**src/rtl/fp32_to_int_converter.sv**
```systemverilog
// fp32_to_int_converter
//   Two-stage pipelined IEEE-754 binary32 to int32/uint32 converter.
//   Stage 1 decodes the operand and aligns the significand to the integer
//   position (integer part + guard + sticky). Stage 2 rounds, negates,
//   saturates and generates the exception flags.
//
// Ports
//   clk        : clock, all state updates on the rising edge
//   rst_n      : asynchronous active-low reset
//   stall      : hold every pipeline register
//   clear      : flush, zeroes both valid bits (wins over stall)
//   in_valid   : lhs carries an operand this cycle
//   lhs        : binary32 operand
//   is_signed  : 1 = int32 result, 0 = uint32 result
//   round_mode : 000 RNE, 001 RTZ, 010 RDN, 011 RUP, 100 RMM (others = RNE)
//   out_valid  : result / fflags valid
//   result     : converted integer
//   fflags     : {NV, DZ, OF, UF, NX}
module fp32_to_int_converter (
  input  logic        clk,
  input  logic        rst_n,
  input  logic        stall,
  input  logic        clear,
  input  logic        in_valid,
  input  logic [31:0] lhs,
  input  logic        is_signed,
  input  logic [2:0]  round_mode,
  output logic        out_valid,
  output logic [31:0] result,
  output logic [4:0]  fflags
);

  typedef enum logic [2:0] {
    CLS_ZERO,
    CLS_SUB,
    CLS_NORM,
    CLS_INF,
    CLS_NAN
  } fp_class_e;

  // ---------------------------------------------------------------- stage 1
  logic        in_sign;
  logic [7:0]  in_exp;
  logic [22:0] in_frac;
  logic [5:0]  align_shamt;
  logic [55:0] aligned;

  fp_class_e   cls_next;
  logic [31:0] int_next;
  logic        guard_next;
  logic        sticky_next;
  logic        big_next;

  assign in_sign = lhs[31];
  assign in_exp  = lhs[30:23];
  assign in_frac = lhs[22:0];

  // Fixed point word: bits [55:24] integer part, [23:0] fraction. The hidden
  // bit lands at position e+24, so shifting {1,frac} left by e+1 aligns it.
  // Only exponents 126..158 (e = -1..31) use this path, giving shifts 0..32.
  assign align_shamt = 6'(in_exp - 8'd126);
  assign aligned     = {32'd0, 1'b1, in_frac} << align_shamt;

  always_comb begin
    cls_next    = CLS_NORM;
    int_next    = 32'd0;
    guard_next  = 1'b0;
    sticky_next = 1'b0;
    big_next    = 1'b0;

    if (in_exp == 8'd0)
      cls_next = (in_frac == 23'd0) ? CLS_ZERO : CLS_SUB;
    else if (in_exp == 8'hFF)
      cls_next = (in_frac == 23'd0) ? CLS_INF : CLS_NAN;

    if (cls_next == CLS_NORM) begin
      if (in_exp >= 8'd159) begin
        // |value| >= 2^32: out of range for both result types, no rounding
        // can bring it back.
        big_next = 1'b1;
      end else if (in_exp >= 8'd126) begin
        int_next    = aligned[55:24];
        guard_next  = aligned[23];
        sticky_next = |aligned[22:0];
      end else begin
        // |value| < 0.5: nothing reaches the guard position.
        sticky_next = 1'b1;
      end
    end else if (cls_next == CLS_SUB) begin
      sticky_next = 1'b1;
    end
  end

  logic        s1_valid_reg;
  logic        s1_sign_reg;
  fp_class_e   s1_cls_reg;
  logic [31:0] s1_int_reg;
  logic        s1_guard_reg;
  logic        s1_sticky_reg;
  logic        s1_big_reg;
  logic        s1_signed_reg;
  logic [2:0]  s1_rm_reg;

  always_ff @(posedge clk or negedge rst_n) begin
    if (!rst_n) begin
      s1_valid_reg  <= 1'b0;
      s1_sign_reg   <= 1'b0;
      s1_cls_reg    <= CLS_ZERO;
      s1_int_reg    <= 32'd0;
      s1_guard_reg  <= 1'b0;
      s1_sticky_reg <= 1'b0;
      s1_big_reg    <= 1'b0;
      s1_signed_reg <= 1'b0;
      s1_rm_reg     <= 3'd0;
    end else if (clear) begin
      s1_valid_reg <= 1'b0;
    end else if (!stall) begin
      s1_valid_reg  <= in_valid;
      s1_sign_reg   <= in_sign;
      s1_cls_reg    <= cls_next;
      s1_int_reg    <= int_next;
      s1_guard_reg  <= guard_next;
      s1_sticky_reg <= sticky_next;
      s1_big_reg    <= big_next;
      s1_signed_reg <= is_signed;
      s1_rm_reg     <= round_mode;
    end
  end

  // ---------------------------------------------------------------- stage 2
  logic        inexact;
  logic        round_inc;
  logic [32:0] mag;
  logic [32:0] neg_mag;
  logic [32:0] pos_limit;
  logic [32:0] neg_limit;
  logic [31:0] pos_sat;
  logic [31:0] neg_sat;
  logic        nv_next;
  logic [31:0] result_next;
  logic [4:0]  fflags_next;

  assign inexact = s1_guard_reg | s1_sticky_reg;

  always_comb begin
    case (s1_rm_reg)
      3'b001:  round_inc = 1'b0;
      3'b010:  round_inc = s1_sign_reg & inexact;
      3'b011:  round_inc = ~s1_sign_reg & inexact;
      3'b100:  round_inc = s1_guard_reg;
      default: round_inc = s1_guard_reg & (s1_sticky_reg | s1_int_reg[0]);
    endcase
  end

  // One spare bit so a rounded magnitude of 2^32 cannot wrap.
  assign mag     = {1'b0, s1_int_reg} + {32'd0, round_inc};
  assign neg_mag = 33'd0 - mag;

  // Largest representable magnitude in each direction, and the matching
  // saturation value.
  assign pos_limit = s1_signed_reg ? 33'h0_7FFF_FFFF : 33'h0_FFFF_FFFF;
  assign neg_limit = s1_signed_reg ? 33'h0_8000_0000 : 33'h0_0000_0000;
  assign pos_sat   = s1_signed_reg ? 32'h7FFF_FFFF : 32'hFFFF_FFFF;
  assign neg_sat   = s1_signed_reg ? 32'h8000_0000 : 32'h0000_0000;

  always_comb begin
    nv_next     = 1'b0;
    result_next = 32'd0;
    if (s1_cls_reg == CLS_NAN) begin
      nv_next     = 1'b1;
      result_next = pos_sat;
    end else if (s1_cls_reg == CLS_INF || s1_big_reg) begin
      nv_next     = 1'b1;
      result_next = s1_sign_reg ? neg_sat : pos_sat;
    end else if (!s1_sign_reg && mag > pos_limit) begin
      nv_next     = 1'b1;
      result_next = pos_sat;
    end else if (s1_sign_reg && mag > neg_limit) begin
      nv_next     = 1'b1;
      result_next = neg_sat;
    end else begin
      // For unsigned negatives this branch is only reached with mag == 0.
      result_next = s1_sign_reg ? neg_mag[31:0] : mag[31:0];
    end
    fflags_next = {nv_next, 3'b000, ~nv_next & inexact};
  end

  logic        out_valid_reg;
  logic [31:0] result_reg;
  logic [4:0]  fflags_reg;

  always_ff @(posedge clk or negedge rst_n) begin
    if (!rst_n) begin
      out_valid_reg <= 1'b0;
      result_reg    <= 32'd0;
      fflags_reg    <= 5'd0;
    end else if (clear) begin
      out_valid_reg <= 1'b0;
    end else if (!stall) begin
      out_valid_reg <= s1_valid_reg;
      result_reg    <= result_next;
      fflags_reg    <= fflags_next;
    end
  end

  assign out_valid = out_valid_reg;
  assign result    = result_reg;
  assign fflags    = fflags_reg;

endmodule

```
**config.mk**
```make
export PLATFORM = sky130hd
export DESIGN_NAME = fp32_to_int_converter
export DESIGN_NICKNAME = d
export VERILOG_FILES = /design/src/rtl/fp32_to_int_converter.sv
export SDC_FILE = /design/constraint.sdc
export NUM_CORES = 1
export LEC_CHECK = 0
export ABC_AREA = 1
export ABC_CLOCK_PERIOD_IN_PS = 3350
export BUFFER_PORTS_ARGS = -buffer_cell sky130_fd_sc_hd__clkbuf_2
export CAP_MARGIN = 20
export CORE_MARGIN = 4
export CORE_UTILIZATION = 55
export CTS_CLUSTER_SIZE = 30
export DETAILED_ROUTE_END_ITERATION = 8
export PLACE_DENSITY = 0.86
export RECOVER_POWER = 25
export SLEW_MARGIN = 20
export SYNTH_ARGS = -nofsm -noshare
export SYNTH_HDL_FRONTEND = slang
export SYNTH_SLANG_ARGS = --single-unit
```
**constraint.sdc**
```tcl
create_clock -name clk -period 3.35 [get_ports clk]
set_clock_uncertainty 0.15 [all_clocks]
set_input_delay 0.5025 -clock clk [delete_from_list [all_inputs] [get_ports clk]]
set_output_delay 0.5025 -clock clk [all_outputs]
set_load 0.01 [all_outputs]
```
# After elaboration in Yosys (flattened, before gate mapping)
# Cells that the tools add are included.
# op_classes
n_addsub	3
n_mul	0
div_mod_pow	0
n_lt_le_gt_ge	4
eq_ne	10
shift	1
muxes	35
n_bitwise	10
reduce_logical	8
# ops
operator	n
32-bit 2-to-1 mux	13
33-bit by 32-bit > comparator with 1-bit output	2
24-bit by 6-bit << shifter with 56-bit output	1
32-bit by 1-bit adder with 33-bit output	1
1-bit by 32-bit subtractor with 32-bit output (first input constant)	1
23-bit logical NOT	1
23-bit OR reduction	1
1-bit 2-to-1 mux	18
3-bit by 2-bit == test with 1-bit output (second input constant)	4
3-bit 2-to-1 mux	3
8-bit == test (second input constant)	1
8-bit by 7-bit greater-or-equal comparator with 1-bit output (second input constant)	1
8-bit greater-or-equal comparator (second input constant)	1
8-bit logical NOT	1
3-bit by 1-bit == test with 1-bit output (second input constant)	2
3-bit == test (second input constant)	2
6-bit subtractor (second input constant)	1
1-bit AND	4
1-bit inverter	4
1-bit one-hot mux with 4 select lines	1
1-bit logical AND	2
2-bit by 1-bit != test with 1-bit output (second input constant)	1
1-bit bitwise OR	2
2-bit AND reduction	1
2 further kinds	2
# totals
ff_bits	79
latch_bits	0
ram_bits	0
rom_bits	0
in_bits	41
out_inout_bits	38
word_cells	83
n_memories	0

# Depth between registers and ports, before layout
# logic_depth
depth_word	12
mapped_depth	27
ltp_nobuf	26

# Worst setup path after synthesis
# OpenSTA, ideal clock, no wires.
# synth_path
path_type	register to register
from	reg s1_sign_reg
to	reg result_reg[10] (netlist: result[10])
setup_ns	0.063
arrival_time_ns	3.283
t_required_ns	3.137
path_slack_ns	-0.147
stages_incl_launch_ff	26
path_buffers	2
period_less_slack_ns	3.497
cell_sequence	dfrtp_1 buf_1 xnor2_1 o21ai_0 ha_1 nand2_2 nor2_4 nand2_4 nor2_4 nand2_1 inv_1 nand4_1 xor2_1 ha_1 inv_1 nand2_1 nor2_1 nand2_1 nor2_2 nand3_2 nand3_2 nand2_4 buf_6 o21ai_1 o21ai_1 inv_1
# synth_via
elab_chain_cells	10
elab_cells_between_ends	17
cone_classes	add/sub (2); order compare (2); mux (7); bitwise (3); reduce/logical (3)
# synth_lines
item	line_no	text
from (decl)	95	logic s1_sign_reg;
from (signal assigned)	119	s1_sign_reg <= in_sign;
1-bit inverter	149	3'b011: round_inc = ~s1_sign_reg & inexact;
1-bit AND	149	
1-bit one-hot mux with 4 select lines	146	case (s1_rm_reg)
32-bit by 1-bit adder with 33-bit output	156	assign mag = {1'b0, s1_int_reg} + {32'd0, round_inc};
1-bit by 32-bit subtractor with 32-bit output or 33-bit by 32-bit > comparator with 1-bit output (tied branches)	157, 178	
32-bit 2-to-1 mux or 1-bit logical AND (tied branches)	183, 178	
32-bit 2-to-1 mux	178	end else if (s1_sign_reg && mag > neg_limit) begin
32-bit 2-to-1 mux	175	end else if (!s1_sign_reg && mag > pos_limit) begin
32-bit 2-to-1 mux (*)	172	end else if (s1_cls_reg == CLS_INF || s1_big_reg) begin
32-bit 2-to-1 mux (*)	169	if (s1_cls_reg == CLS_NAN) begin
to (signal assigned)	201	result_reg <= result_next;
to (decl)	189	logic [31:0] result_reg;
# Mark *: on every way between the ends. The rest lies on a longest branch, timed or not.
# A chain may end at the register's enable or synchronous reset.

# Final worst setup path
# layout_path
from	reg s1_sticky_reg
to	reg result_reg[12] (netlist: result[12])
# layout_via
elab_chain_cells	10
elab_cells_between_ends	17
cone_classes	add/sub (2); order compare (2); mux (6); bitwise (5); reduce/logical (2)
# layout_lines
item	line_no	text
from (decl)	99	logic s1_sticky_reg;
from (signal assigned)	123	s1_sticky_reg <= sticky_next;
1-bit bitwise OR (on tied branches)	151, 143	
1-bit AND (on tied branches)	151, 148, 149	
1-bit one-hot mux with 4 select lines (*)	146	
32-bit by 1-bit adder with 33-bit output (*)	156	
1-bit by 32-bit subtractor with 32-bit output or 33-bit by 32-bit > comparator with 1-bit output (tied branches)	157, 178	
32-bit 2-to-1 mux or 1-bit logical AND (tied branches)	183, 178	
32-bit 2-to-1 mux	178	
32-bit 2-to-1 mux (*)	175	
32-bit 2-to-1 mux (*)	172	
32-bit 2-to-1 mux (*)	169	
# Marks and branches as above.

==> summary.txt <==
Global route
  – Initial antenna violation count: 0
  – Met1 usage: 41.2%
  – First-pass GRT wire length: 39600 µm
  – Vias in the first global route: 7991
  – GRT busiest layer: met2
  – Grt ovf: 0
  – Met2 Use GR: 49.5%
  – M3 GR Usage: 8.02%
  – GRT Util Overall: 31.3%
  – Largest net degree at the start of global routing: 80

Worst setup path
  – CP bufs+invs: 4
  – Critical path's slowest cell: dfrtp_1
  – Critical path type: flip-flop to flip-flop
  – CP most frequent cell: o21ai_1
  – WP data required: 3.48 ns
  – Crit path launch type: flip-flop
  – R2R depth: 26
  – CP delay by family, top: simple AND/OR/NAND/NOR gates
  – WP depth: 26
  – Highest fanout seen on the critical path: 7
  – CP Capture Type: flip-flop
  – CP Data Arrival Time: 3.69 ns
  – Slowest stage delay, CP: 0.39 ns

STA
  – FMAX: 0.281 GHz
  – Final hold violations: 0
  – Worst-Margin Slew: 2.37 ns
  – RSZ-0062 raised after global routing: yes
  – Setup ws final: -0.204 ns
  – Setup TNS: -4.06 ns
  – Slew margin rel.: -58.0%
  – Tcrit/Tclk final: 106%
  – Final setup vio count: 34
  – Final worst path period need: 3.55 ns
  – Final Max Slew Viols: 43

Power and ir drop
  – Switching power of the nets: 1.59 mW
  – P per Cell Area: 428 nW/µm²
  – VDD IR max: 0.257 mV
  – Clk network pwr share: 24.9%
  – Sequential Power Share: 31.4%
  – Sw Ratio: 40.8%
  – Internal: 2.31 mW
  – Leakage: 4.44 nW
  – Combinational share of power: 43.7%

Yosys
  – Post-synth ARST share: 100%
  – Synth Instances: 1240
  – Yosys reg bits: 79
  – Top-count cell post-synth: nand2_1
  – Mapped cell area: 7470 µm²
  – Library cells used by synthesis: 50
  – Post-Syn Area per Cell: 6.02 µm²
  – Synth area leader: dfrtp_1
  – Synth top area cells: dfrtp_1 26%, nand2_1 21%, o21ai_0 7.8%
  – Ys flop type: dfrtp_1
  – YS warnings: 0
  – Yosys top cell area share: 26.5%
  – Sequential area share after synthesis: 26.5%
  – Most frequent cells after synthesis: 417 x nand2_1, 134 x nor2_1, 117 x o21ai_0, 112 x inv_1, 87 x nand3_1
  – Post-synth EDFFs: 0

CTS
  – Clk sinks: 79
  – Worst-path clk slew: 0.06 ns
  – CTS hold repair buffers: 0
  – Worst skew pair latency: 0.35 ns
  – CTS root buffer: clkbuf_16
  – CTS tree: built
  – CTS Buf Count: 9
  – Clock buffer depth: 2
  – CTS HTree Levels: 3

Drt
  – 1st-iter DRT viols: 1007
  – Via count: 8928
  – Residual DRC: 0
  – Final antenna-violating net count: 0
  – Drt wl/cell: 16.0 µm
  – Vias per cell: 5.74
  – WL final: 24900 µm
  – Pre-antenna DRT Iters: 9

Floorplanning
  – Die width: 125 µm
  – Die Span Y: 125 µm
  – Top Ports: 79
  – Die Area: 15500 µm²
  – Initial Util: 56.2%
  – Core Box Area: 13300 µm²
  – Core Rows: 42

Job
  – Max Cap Violations: 1

Finish
  – Final #Nets: 1422
  – Fill cells: 1140
  – Layout cells sized above 1: 20.7%
  – Seq. cell area: 1980 µm²
  – ANT cells: 0
  – Syn-to-layout area delta: 22.2%
  – Area occupied by multi-input gates: 5020 µm²

Placement
  – Hpwl dp: 19300 µm
  – Pre-CTS WS: -0.240 ns
  – Port Buf Inserts: 75
  – GP Congestion: 1.01

Worst hold path
  – Hold path depth: 3
  – Hold crit path type: input pin to flip-flop

Status
  – Violated checks: max-capacitance violations, max-slew violations, negative setup slack
  – Status: finished with violations
==> cells by family after synthesis <==
group,synth area share [%]
XOR/XNOR,3.05
AND/OR/NAND/NOR,41.3
other,0.0502
buffers and inverters,9.36
AO/OA/AOI/OAI,17.4
adder cells (fa/ha/maj),1.17
flip-flops,26.5
multiplexers,1.21
==> worst register-to-register path, stage by stage, from the launching register on <==
cell      delay, ns
dfrtp_1        0.39
o21ai_1        0.10
o21ai_1        0.09
o311ai_1       0.10
o21ai_1        0.09
ha_2           0.24
nand2_2        0.08
nor2_4         0.13
nand2_4        0.08
nor2_4         0.10
nand2_2        0.06
inv_2          0.05
nand4_1        0.11
xor2_2         0.24
ha_4           0.25
inv_2          0.04
nand2_1        0.04
nor2_1         0.10
nand2_1        0.07
nor2_2         0.10
nand3_2        0.13
nand3_4        0.14
nand2_8        0.11
buf_8          0.21
o21ai_2        0.13
o21ai_1        0.08
inv_1          0.09
==> cell type report <==
class	count	share of cell area, %
clock buffers	10	2.51
clock inverters	6	0.672
inverters	126	5.39
multi-input cells	988	55.0
flip-flops and latches	79	21.7
well taps	176	2.41
repair buffers	170	12.3
==> power groups by stage <==
stage / Clock [mW] / Sequential (mW) / Combinational (mW)
2_1_floorplan: 0 / 1.26 / 0.933
3_3_place_gp: 0 / 1.23 / 1.53
3_5_place_dp: 0 / 1.24 / 1.56
4_1_cts: 0.977 / 1.22 / 1.60
5_1_grt: 1.02 / 1.24 / 1.87
6_report: 0.972 / 1.23 / 1.71
==> cell usage in the layout, fill, tap and decap left out, drive strengths merged, types with 2 or more instances in the layout <==
master	synthesis	routed
o221ai	13	13
clkbuf	34	85
o22ai	3	3
nand4	17	17
nor3	6	6
nand3	93	93
or2	5	5
nor2	152	152
conb	1	3
dfrtp	79	79
o21ai	150	150
ha	7	7
mux2i	9	9
a22oi	3	3
xor2	25	25
nand2	431	432
o21bai	2	2
buf	16	95
clkinv	3	7
a31oi	2	2
inv	123	122
o211ai	12	12
nor4	6	6
clkinvlp	0	2
nand3b	2	2
and3	2	2
a21oi	35	35
==> timing repair <==
item                       4_1_cts  5_1_grt
resized for setup               22       41
pin swaps                       13       10
setup endpoints to repair       34       34
cloned                           1        0
buffers inserted                 4        7
==> final timing paths <==
check	startpoint	endpoint	slack (ns)
max	s1_sticky_reg	result[12]	-0.20
min	in_valid	s1_valid_reg	0.20
max reg2reg	s1_sticky_reg	result[12]	-0.20
min reg2reg	fflags[0]	fflags[0]	0.34
max in group asynchronous	rst_n	s1_rm_reg[2]	0.98
min in group asynchronous	rst_n	s1_int_reg[27]	0.72
==> per-stage QoR <==
step | power [mW] | cell area, µm² | hold WS [ns] | utilization, % | std cells
2_1_floorplan | 2.19 | 7490 | 0.0569 | - | 1242
3_3_place_gp | 2.76 | 8510 | 0.318 | 64.0 | 1526
3_5_place_dp | 2.79 | 8510 | 0.327 | 64.0 | 1526
4_1_cts | 3.80 | 8900 | 0.196 | 67.0 | 1547
5_1_grt | 4.13 | 9130 | 0.228 | 68.7 | 1555
6_report | 3.90 | 9130 | 0.196 | 68.7 | 1555
==> routing by layer <==
layer	part of all wire, %	vias to the layer above	wire (µm)
li1	-	4307	-
met1	41	4064	10200
met2	46	470	11400
met3	9.6	87	2390
met4	3.9	0	966
met5	0	-	0
Note: power is estimated with default switching activity, not from simulation.
